$ cat src/rtl/rv32i_pkg.sv
// Shared RV32I definitions: controller state encoding, base opcodes and
// PC source selects used by the control sequencer and the datapath.
package rv32i_pkg;

    typedef enum logic [2:0] {
        ST_FETCH  = 3'd0,
        ST_DECODE = 3'd1,
        ST_EXEC   = 3'd2,
        ST_MEM    = 3'd3,
        ST_WB     = 3'd4,
        ST_HALT   = 3'd5
    } ctrl_state_t;

    localparam logic [6:0] OP_R      = 7'b0110011;
    localparam logic [6:0] OP_I      = 7'b0010011;
    localparam logic [6:0] OP_LOAD   = 7'b0000011;
    localparam logic [6:0] OP_STORE  = 7'b0100011;
    localparam logic [6:0] OP_BRANCH = 7'b1100011;
    localparam logic [6:0] OP_JAL    = 7'b1101111;
    localparam logic [6:0] OP_JALR   = 7'b1100111;
    localparam logic [6:0] OP_LUI    = 7'b0110111;
    localparam logic [6:0] OP_AUIPC  = 7'b0010111;

    // Table of every opcode the core implements; order is irrelevant.
    localparam int NUM_LEGAL_OPS = 9;
    localparam logic [6:0] LEGAL_OPS [NUM_LEGAL_OPS] = '{
        OP_R, OP_I, OP_LOAD, OP_STORE, OP_BRANCH,
        OP_JAL, OP_JALR, OP_LUI, OP_AUIPC
    };

    localparam logic [1:0] PC_PLUS4 = 2'b00;
    localparam logic [1:0] PC_IMM   = 2'b01;
    localparam logic [1:0] PC_JALR  = 2'b10;

endpackage

$ cat src/rtl/rv32i_opc_legal.sv
// Combinational opcode check: legal=1 when the opcode is one of the
// implemented RV32I base opcodes.
module rv32i_opc_legal
    import rv32i_pkg::*;
(
    input  logic [6:0] opcode,
    output logic       legal
);

    logic [NUM_LEGAL_OPS-1:0] hit;

    // One comparator per table entry, OR-reduced below.
    generate
        for (genvar gi = 0; gi < NUM_LEGAL_OPS; gi++) begin : g_match
            assign hit[gi] = (opcode == LEGAL_OPS[gi]);
        end
    endgenerate

    assign legal = |hit;

endmodule

$ cat src/rtl/rv32i_mc_ctrl.sv
// Multi-cycle RV32I control sequencer: FETCH -> DECODE -> EXEC -> MEM -> WB,
// with memory handshakes, datapath strobes, opcode trap and a retired
// instruction counter.
module rv32i_mc_ctrl
    import rv32i_pkg::*;
#(
    parameter int INSTRET_W = 32,
    parameter bit TRAP_EN   = 1'b1
) (
    input  logic                 clk,
    input  logic                 rst_n,
    input  logic [6:0]           opcode,
    input  logic                 reg_write,
    input  logic                 alu_src,
    input  logic                 jump,
    input  logic                 mem_to_reg,
    input  logic                 mem_read,
    input  logic                 mem_write,
    input  logic                 branch,
    input  logic                 jalr,
    input  logic                 br_taken,
    input  logic                 imem_ready,
    input  logic                 dmem_ready,
    output logic                 imem_req,
    output logic                 ir_we,
    output logic                 dmem_req,
    output logic                 dmem_we,
    output logic                 rf_we,
    output logic                 wb_sel,
    output logic                 pc_we,
    output logic [1:0]           pc_sel,
    output logic                 halted,
    output logic [2:0]           state,
    output logic [INSTRET_W-1:0] instret
);

    localparam logic [2:0] S_FETCH  = ST_FETCH;
    localparam logic [2:0] S_DECODE = ST_DECODE;
    localparam logic [2:0] S_EXEC   = ST_EXEC;
    localparam logic [2:0] S_MEM    = ST_MEM;
    localparam logic [2:0] S_WB     = ST_WB;
    localparam logic [2:0] S_HALT   = ST_HALT;

    logic [2:0]           state_reg, state_next;
    logic                 taken_reg, taken_next;
    logic [INSTRET_W-1:0] instret_reg;
    logic                 opc_legal;
    logic                 retire;

    // alu_src steers the datapath only; the sequencer has no use for it.
    logic unused_inputs;
    assign unused_inputs = alu_src;

    rv32i_opc_legal u_opc_legal (
        .opcode (opcode),
        .legal  (opc_legal)
    );

    // Next-state selection; the spare encodings recover to FETCH.
    always_comb begin
        state_next = state_reg;
        case (state_reg)
            S_FETCH:  if (imem_ready) state_next = S_DECODE;
            S_DECODE: begin
                if (opc_legal)    state_next = S_EXEC;
                else if (TRAP_EN) state_next = S_HALT;
                else              state_next = S_WB;
            end
            S_EXEC:   state_next = (mem_read | mem_write) ? S_MEM : S_WB;
            S_MEM:    if (dmem_ready) state_next = mem_write ? S_FETCH : S_WB;
            S_WB:     state_next = S_FETCH;
            S_HALT:   state_next = S_HALT;
            default:  state_next = S_FETCH;
        endcase
    end

    // Taken flag: cleared in DECODE so an untrapped unknown opcode (which
    // skips EXEC) never inherits the previous instruction's decision.
    always_comb begin
        taken_next = taken_reg;
        if (state_reg == S_DECODE)
            taken_next = 1'b0;
        else if (state_reg == S_EXEC)
            taken_next = jump | (branch & br_taken);
    end

    // State and taken-flag registers.
    always_ff @(posedge clk or negedge rst_n) begin
        if (!rst_n) begin
            state_reg <= S_FETCH;
            taken_reg <= 1'b0;
        end else begin
            state_reg <= state_next;
            taken_reg <= taken_next;
        end
    end

    // Output decode. Requests come from registered state only; ir_we and the
    // store pc_we mark the completion cycle of a transfer, so they are
    // qualified by the ready of that cycle. Everything is forced low while
    // rst_n is low so an in-flight request drops immediately.
    always_comb begin
        imem_req = 1'b0;
        ir_we    = 1'b0;
        dmem_req = 1'b0;
        dmem_we  = 1'b0;
        rf_we    = 1'b0;
        wb_sel   = 1'b0;
        pc_we    = 1'b0;
        pc_sel   = PC_PLUS4;
        halted   = 1'b0;
        if (rst_n) begin
            case (state_reg)
                S_FETCH: begin
                    imem_req = 1'b1;
                    ir_we    = imem_ready;
                end
                S_MEM: begin
                    dmem_req = 1'b1;
                    dmem_we  = mem_write;
                    pc_we    = mem_write & dmem_ready;
                end
                S_WB: begin
                    rf_we  = reg_write & opc_legal;
                    wb_sel = mem_to_reg;
                    pc_we  = 1'b1;
                    if (!opc_legal)     pc_sel = PC_PLUS4;
                    else if (jalr)      pc_sel = PC_JALR;
                    else if (taken_reg) pc_sel = PC_IMM;
                    else                pc_sel = PC_PLUS4;
                end
                S_HALT:  halted = 1'b1;
                default: ;
            endcase
        end
    end

    // Every PC update retires exactly one instruction.
    assign retire = pc_we;

    // Retired-instruction counter, wrapping at 2^INSTRET_W.
    always_ff @(posedge clk or negedge rst_n) begin
        if (!rst_n)
            instret_reg <= '0;
        else if (retire)
            instret_reg <= instret_reg + INSTRET_W'(1);
    end

    assign state   = state_reg;
    assign instret = instret_reg;

endmodule
$ cat config.mk
export PLATFORM = sky130hd
export DESIGN_NAME = rv32i_mc_ctrl
export DESIGN_NICKNAME = d
export VERILOG_FILES = /design/src/rtl/rv32i_pkg.sv /design/src/rtl/rv32i_opc_legal.sv /design/src/rtl/rv32i_mc_ctrl.sv
export SDC_FILE = /design/constraint.sdc
export NUM_CORES = 1
export LEC_CHECK = 0
export ABC_AREA = 1
export BUFFER_PORTS_ARGS = -buffer_cell sky130_fd_sc_hd__buf_2
export CAP_MARGIN = 15
export CORE_ASPECT_RATIO = 0.8
export CORE_MARGIN = 4
export CORE_UTILIZATION = 25
export DETAILED_ROUTE_END_ITERATION = 10
export SETUP_SLACK_MARGIN = 0.02
export SYNTH_ARGS = -nofsm -noshare
export SYNTH_HDL_FRONTEND = slang
export SYNTH_SLANG_ARGS = --single-unit
$ cat constraint.sdc
create_clock -name clk -period 3.4 [get_ports clk]
set_clock_uncertainty 0.2 [all_clocks]
set_input_delay 0.17 -clock clk [delete_from_list [all_inputs] [get_ports clk]]
set_output_delay 0.17 -clock clk [all_outputs]
set_load 0.02 [all_outputs]
==> results of run 1 <==
placed cells by master (no fill, tap or decap), types with 2 or more instances in the layout:
master / count
nand2_1: 135
buf_2: 63
nor2_1: 47
dfrtp_1: 36
inv_1: 33
xor2_1: 16
nor2_2: 15
nand3_1: 13
nand4_1: 9
nor3_1: 7
clkbuf_16: 5
a21oi_1: 4
nand3b_1: 4
dlygate4sd3_1: 3
nand3_2: 2
xnor2_1: 2
o21ai_0: 2
clkinv_2: 2
per-stage QoR:
stage	power (mW)	hold WS, ns	util, %	area [um2]	setup WS, ns
2_1_floorplan	0.910	-0.326	-	2290	1.32
5_1_grt	1.60	0.0491	33.3	2900	0.952
3_3_place_gp	1.05	-0.195	31.3	2720	1.37
4_1_cts	1.52	0.0191	33.3	2900	1.07
3_5_place_dp	1.06	-0.190	31.3	2720	1.35
6_report	1.50	0.0335	33.3	2900	1.06
worst max path at each step:
| stage | start | end | slack (ns) | depth (start not counted) |
|---|---|---|---|---|
| CTS | rst_n | pc_we | 1.07 | 5 |
| global route | rst_n | pc_we | 0.95 | 5 |
| global placement | state[0] | instret[23] | 1.37 | 8 |
| finish | state[0] | pc_we | 1.06 | 4 |
| detailed placement | state[0] | instret[23] | 1.35 | 8 |
| floorplan | state[0] | pc_sel[0] | 1.32 | 5 |
kinds of logic after synthesis:
family | count (synthesis) | share of synthesized area [%]
AO/OA/AOI/OAI | 9 | 2.68
XOR/XNOR | 18 | 6.89
AND/OR/NAND/NOR | 235 | 43.8
adder cells (fa/ha/maj) | 1 | 0.547
buffers and inverters | 37 | 6.67
flip-flops | 36 | 39.4
final cells by class:
cell class,count,area share (%)
multi-input combinational,263,42.6
sequential,36,31.1
timing repair buffer,67,12.2
tap,112,4.84
clock buffer,5,4.32
inverter,33,4.28
clock inverter,3,0.648
cell usage after synthesis, drive strengths merged:
cell type / count
o221ai: 1
buf: 4
inv: 33
xnor2: 2
a21oi: 5
ha: 1
nand3: 15
a31oi: 1
nand4: 9
nand2: 136
xor2: 16
nor2: 62
nor3: 7
o21ai: 2
dfrtp: 36
nor3b: 1
nand3b: 4
nor4: 1
power by group through the flow:
stage                     sequential (mW)  combinational [mW]  clock [mW]
after global placement              0.587               0.466           0
after global routing                0.599               0.524       0.473
after floorplan                     0.651               0.259           0
after detailed placement            0.591               0.471           0
after CTS                           0.584               0.476       0.456
final                               0.585               0.473       0.443
per-layer routing:
metal	GRT usage [%]	share of wire [%]	vias up
met1	16.3	49	1024
met4	2.64	0.74	0
li1	-	-	1192
met2	18.5	43	67
met5	0	0	-
met3	3.43	7.2	5
critical path, stage by stage (launching register included):
cell	delay, ns
dfrtp_1	0.42
nor2_1	0.23
nand2_1	0.17
a21oi_4	0.59
buf_2	0.28
==> flow_metrics.py, run 1 <==
metrics = {
    "grt": {
        "grt_max_degree": 33,
        "grt_pass1_vias": 2146,
        "grt_use_total_pct": 11.9,
        "antenna_found_initial": 0,
        "grt_pass1_wl_um": 10300,
        "grt_overflow": 0,
    },
    "clock_tree": {
        "cts_made_buffers": 5,
        "cts_tree": "done",
        "post_cts_buffers": 0,
        "hold_buffers": 3,
        "cts_max_level": 2,
        "clock-sinks": 36,
        "ctsResizeCount": 0,
        "path_clk_slew_ns": 0.06,
        "clock_latency_ns": 0.28,
        "cts_buffer_depth": 2,
        "clock-root-buffer": "clkbuf_16",
    },
    "placed_design": {
        "portBuffers": 63,
        "dp_hpwl_um": 4920,
        "place_inst": 508,
        "gp_congestion": 0.869,
    },
    "setup_path": {
        "crit_type": "register to output pin",
        "timing.rr.end": "instret[23]",
        "path_max_fanout": 24,
        "r2r_start": "state[0]",
        "worstPathArrival_ns": 1.97,
        "r2r_slack_ns": 1.31,
        "required_ns": 3.03,
        "critPathLaunchType": "register",
        "crit_path_end_kind": "output pin",
        "reg2regPathDepth": 8,
    },
    "sta": {
        "grt_setup_unrepaired": "no",
        "tightestPinTransition_ns": 0.658,
        "maxSlewViolCount": 0,
        "setup_viol": 0,
        "hold_viol": 0,
        "finalSetupTns_ns": 0,
        "relSlewSlack_pct": 56.0,
        "fin_crit_ns": 2.34,
        "max_freq_mhz": 428,
        "fin_crit_sh_pct": 68.8,
    },
    "yosys": {
        "synthTopCellsByArea": "dfrtp_1, nand2_1, nor2_1",
        "yosysTopAreaCell": "dfrtp_1",
        "yosys_warnings": 0,
        "synth_nets": 357,
        "synth_cell_types": 24,
        "synth_seq_cells": 36,
        "synth_top_area_share_pct": 39.4,
        "syn_area_per_cell_um2": 6.81,
        "synthesis.area_um2": 2290,
        "synth_cells": 336,
        "ys_seq_area_share_pct": 39.4,
    },
    "final_layout": {
        "layout-drive-gt1-share_pct": 22.4,
        "largest_reg_flops": 32,
        "multi_input_comb_area_um2": 1230,
        "fin_nets": 427,
        "fin_cells": 519,
        "regArea_um2": 901,
        "n_antenna_cell": 0,
        "fillCellCount": 964,
        "area_delta_synth_final_pct": 26.6,
    },
    "power_and_ir_drop": {
        "p_leak_nw": 1.43,
        "power_frac_clock_pct": 29.5,
        "sequentialPowerShare_pct": 39.0,
        "switching_power_mw": 0.590,
        "intPower_mw": 0.911,
        "share_comb_of_total_power_pct": 31.5,
        "vdd_drop_max_mv": 0.227,
        "sw_frac_of_total_pct": 39.3,
        "power_density_nw_per_um2": 518,
    },
    "hold_path": {
        "worstHoldEndpoint": "state[0]",
        "worstHoldStart": "dmem_ready",
        "hp-class": "input pin to register",
        "whs_path_depth": 4,
    },
    "floorplanning": {
        "rows": 30,
        "start_util_pct": 26.3,
        "pin_count": 65,
        "die_w_um": 115,
        "die-area_um2": 10800,
        "die_h_um": 93.6,
        "core_area_um2": 8710,
    },
    "route": {
        "wirelength_um": 6200,
        "via_count": 2288,
        "ant_nets": 0,
        "drtIter0Drc": 138,
        "drtPass1Iterations": 4,
        "viasPerCell": 4.41,
        "drc": 0,
        "wl_per_cell_um": 11.9,
    },
    "job": {
        "cap_violations": 0,
    },
    "status": {
        "status": "completed",
    },
}
No activity file was read; power rests on OpenSTA's default activity.
==> run 2, diff against run 1 <==
- clock period: 3.4 -> 2.1 ns (I/O delays scaled with it)
==> run 2 against run 1 <==
Worst setup slack got worse by 0.90 ns; register-to-register slack got worse by 1.0 ns; non-clock buffer count rose by 5; final cell count rose by 0.77%; first-iteration DRC count fell by 39%; global-route usage rose by 0.57 points; critical path depth rose by 2; critical path type unchanged; critical endpoint is now pc_sel[0].
==> flow_metrics.py, run 2 (synthesis results as in run 1) <==
metrics = {
    "status": {
        "status": "completed",
    },
    "grt": {
        "grt_overflow": 0,
        "grt_use_total_pct": 12.5,
        "grt_max_degree": 37,
        "grt_pass1_vias": 2253,
        "antenna_found_initial": 0,
        "grt_pass1_wl_um": 10800,
    },
    "clock_tree": {
        "cts_tree": "done",
        "clock_latency_ns": 0.28,
        "cts_max_level": 2,
        "cts_made_buffers": 5,
        "path_clk_slew_ns": 0.05,
        "cts_buffer_depth": 2,
        "clock-root-buffer": "clkbuf_16",
        "clock-sinks": 36,
    },
    "final_layout": {
        "layout-drive-gt1-share_pct": 23.1,
        "largest_reg_flops": 32,
        "fin_nets": 432,
        "layout_common_cells": "nand2_1, buf_2, nor2_1, dfrtp_1, inv_1",
        "area_delta_synth_final_pct": 29.1,
        "final_cell_area_um2": 2950,
        "final_common_cell": "nand2_1",
        "n_antenna_cell": 0,
    },
    "setup_path": {
        "crit_type": "register to output pin",
        "cpLargestDelayFamily": "simple AND/OR/NAND/NOR gates",
        "crit_chain": "nor2_2 -> nand2_2 -> nor2_4 -> inv_1 -> nor4_1 -> buf_2",
        "max_stage_delay_ns": 0.43,
        "r2r_slack_ns": 0.31,
        "timing.rr.end": "instret[18]",
        "critPathLaunchType": "register",
        "reg2regPathDepth": 7,
        "required_ns": 1.79,
        "crit_buf_inv": 2,
        "path_max_fanout": 5,
        "worstPathArrival_ns": 1.63,
        "crit_path_end_kind": "output pin",
        "slowest_stage": "dfrtp_1",
        "r2r_start": "instret[1]",
    },
    "floorplanning": {
        "die_h_um": 93.6,
        "pin_count": 65,
        "core_area_um2": 8710,
        "rows": 30,
        "start_util_pct": 26.3,
        "die_w_um": 115,
        "die-area_um2": 10800,
    },
    "power_and_ir_drop": {
        "p_leak_nw": 1.45,
        "power_density_nw_per_um2": 836,
        "vdd_drop_max_mv": 0.437,
        "design_power_total_mw": 2.47,
    },
    "placed_design": {
        "portBuffers": 63,
        "gp_congestion": 0.897,
        "dp_hpwl_um": 4960,
        "placed_cell_area_um2": 2760,
    },
    "route": {
        "wl_per_cell_um": 12.1,
        "wl_met2_um": 2770,
        "drc": 0,
        "met3WireLength_um": 369,
        "drtPass1Iterations": 4,
        "ant_nets": 0,
        "drtIter0Drc": 84,
        "wl_met1_um": 3190,
        "wirelength_um": 6350,
        "viasPerCell": 4.39,
        "highest_layer": "met4",
        "via_count": 2296,
    },
    "sta": {
        "finalSetupTns_ns": 0,
        "fin_crit_ns": 1.93,
        "tightestPinTransition_ns": 0.485,
        "maxSlewViolCount": 0,
        "hold_viol": 0,
        "relSlewSlack_pct": 67.7,
        "fin_crit_sh_pct": 92.1,
        "max_freq_mhz": 517,
        "setup_viol": 0,
        "grt_setup_unrepaired": "no",
    },
    "hold_path": {
        "worstHoldStart": "mem_read",
        "worstHoldEndpoint": "state[1]",
        "whs_path_depth": 3,
        "hp-class": "input pin to register",
    },
    "job": {
        "cap_violations": 0,
    },
}
-- run 2: cell count changes in the layout (fill, tap and decap cells not counted) --
cell           before  now
buf_12              0    1
buf_4               1    3
clkbuf_1            0    1
clkinv_2            2    1
clkinv_4            1    0
dlygate4sd3_1       3    5
nand2_1           135  134
nand2_2             1    2
nor2_1             47   45
nor2_2             15   16
nor2_4              0    1
-- run 2: tightest hold or removal path, delay by kind of cell --
kind / cells / cell delay, ns
AO/OA/AOI/OAI: 1 / 0.19
buffers and inverters: 1 / 0.09
AND/OR/NAND/NOR: 1 / 0.06
-- run 2: per-stage QoR --
stage	hold slack, ns	utilization (%)	instances	setup WS [ns]
after floorplan	-0.391	-	336	0.0879
after global placement	0.0259	31.7	511	0.321
after detailed placement	0.0279	31.7	511	0.277
after CTS	0.00900	33.8	523	0.0291
after global routing	0.0107	33.9	523	0.0192
final	0.0163	33.9	523	0.166
-- run 2: final cells by class --
class                      count  area (um2)
clock buffer                   6         129
clock inverter                 1        5.00
fill                         958        5750
inverter                      33         124
multi-input combinational    263        1250
sequential                    36         901
tap                          112         140
timing repair buffer          72         408
-- run 2: report_power, final --
part	leakage [nW]	total (mW)	switching, mW	internal (mW)
Sequential	0.470	0.952	0.154	0.798
Clock	0.0667	0.699	0.268	0.431
Combinational	0.918	0.819	0.541	0.278
-- run 2: layer usage --
layer  up-vias  global-route usage (%)
li1       1201                       -
met1      1025                    18.3
met2        66                    18.7
met3         4                    2.65
met4         0                    2.64
met5         -                       0
-- run 2: worst max path at each step --
stage	from	end	slack, ns	depth (start not counted)
2_1_floorplan	state[0]	pc_sel[0]	0.09	5
4_1_cts	state[0]	pc_sel[0]	0.03	6
3_5_place_dp	state[0]	pc_sel[0]	0.28	6
6_report	state[0]	pc_sel[0]	0.17	6
5_1_grt	state[0]	pc_sel[0]	0.02	6
3_3_place_gp	state[0]	pc_sel[0]	0.32	6
-- run 2: what timing repair did --
action / in CTS / in global routing
setup buffers: 0 / 0
setup endpoints to repair: 1 / 1
hold buffers: 5 / 0
cloned: 0 / 0
resized for setup: 1 / 3
endpoints found under the hold margin: 40 / 0
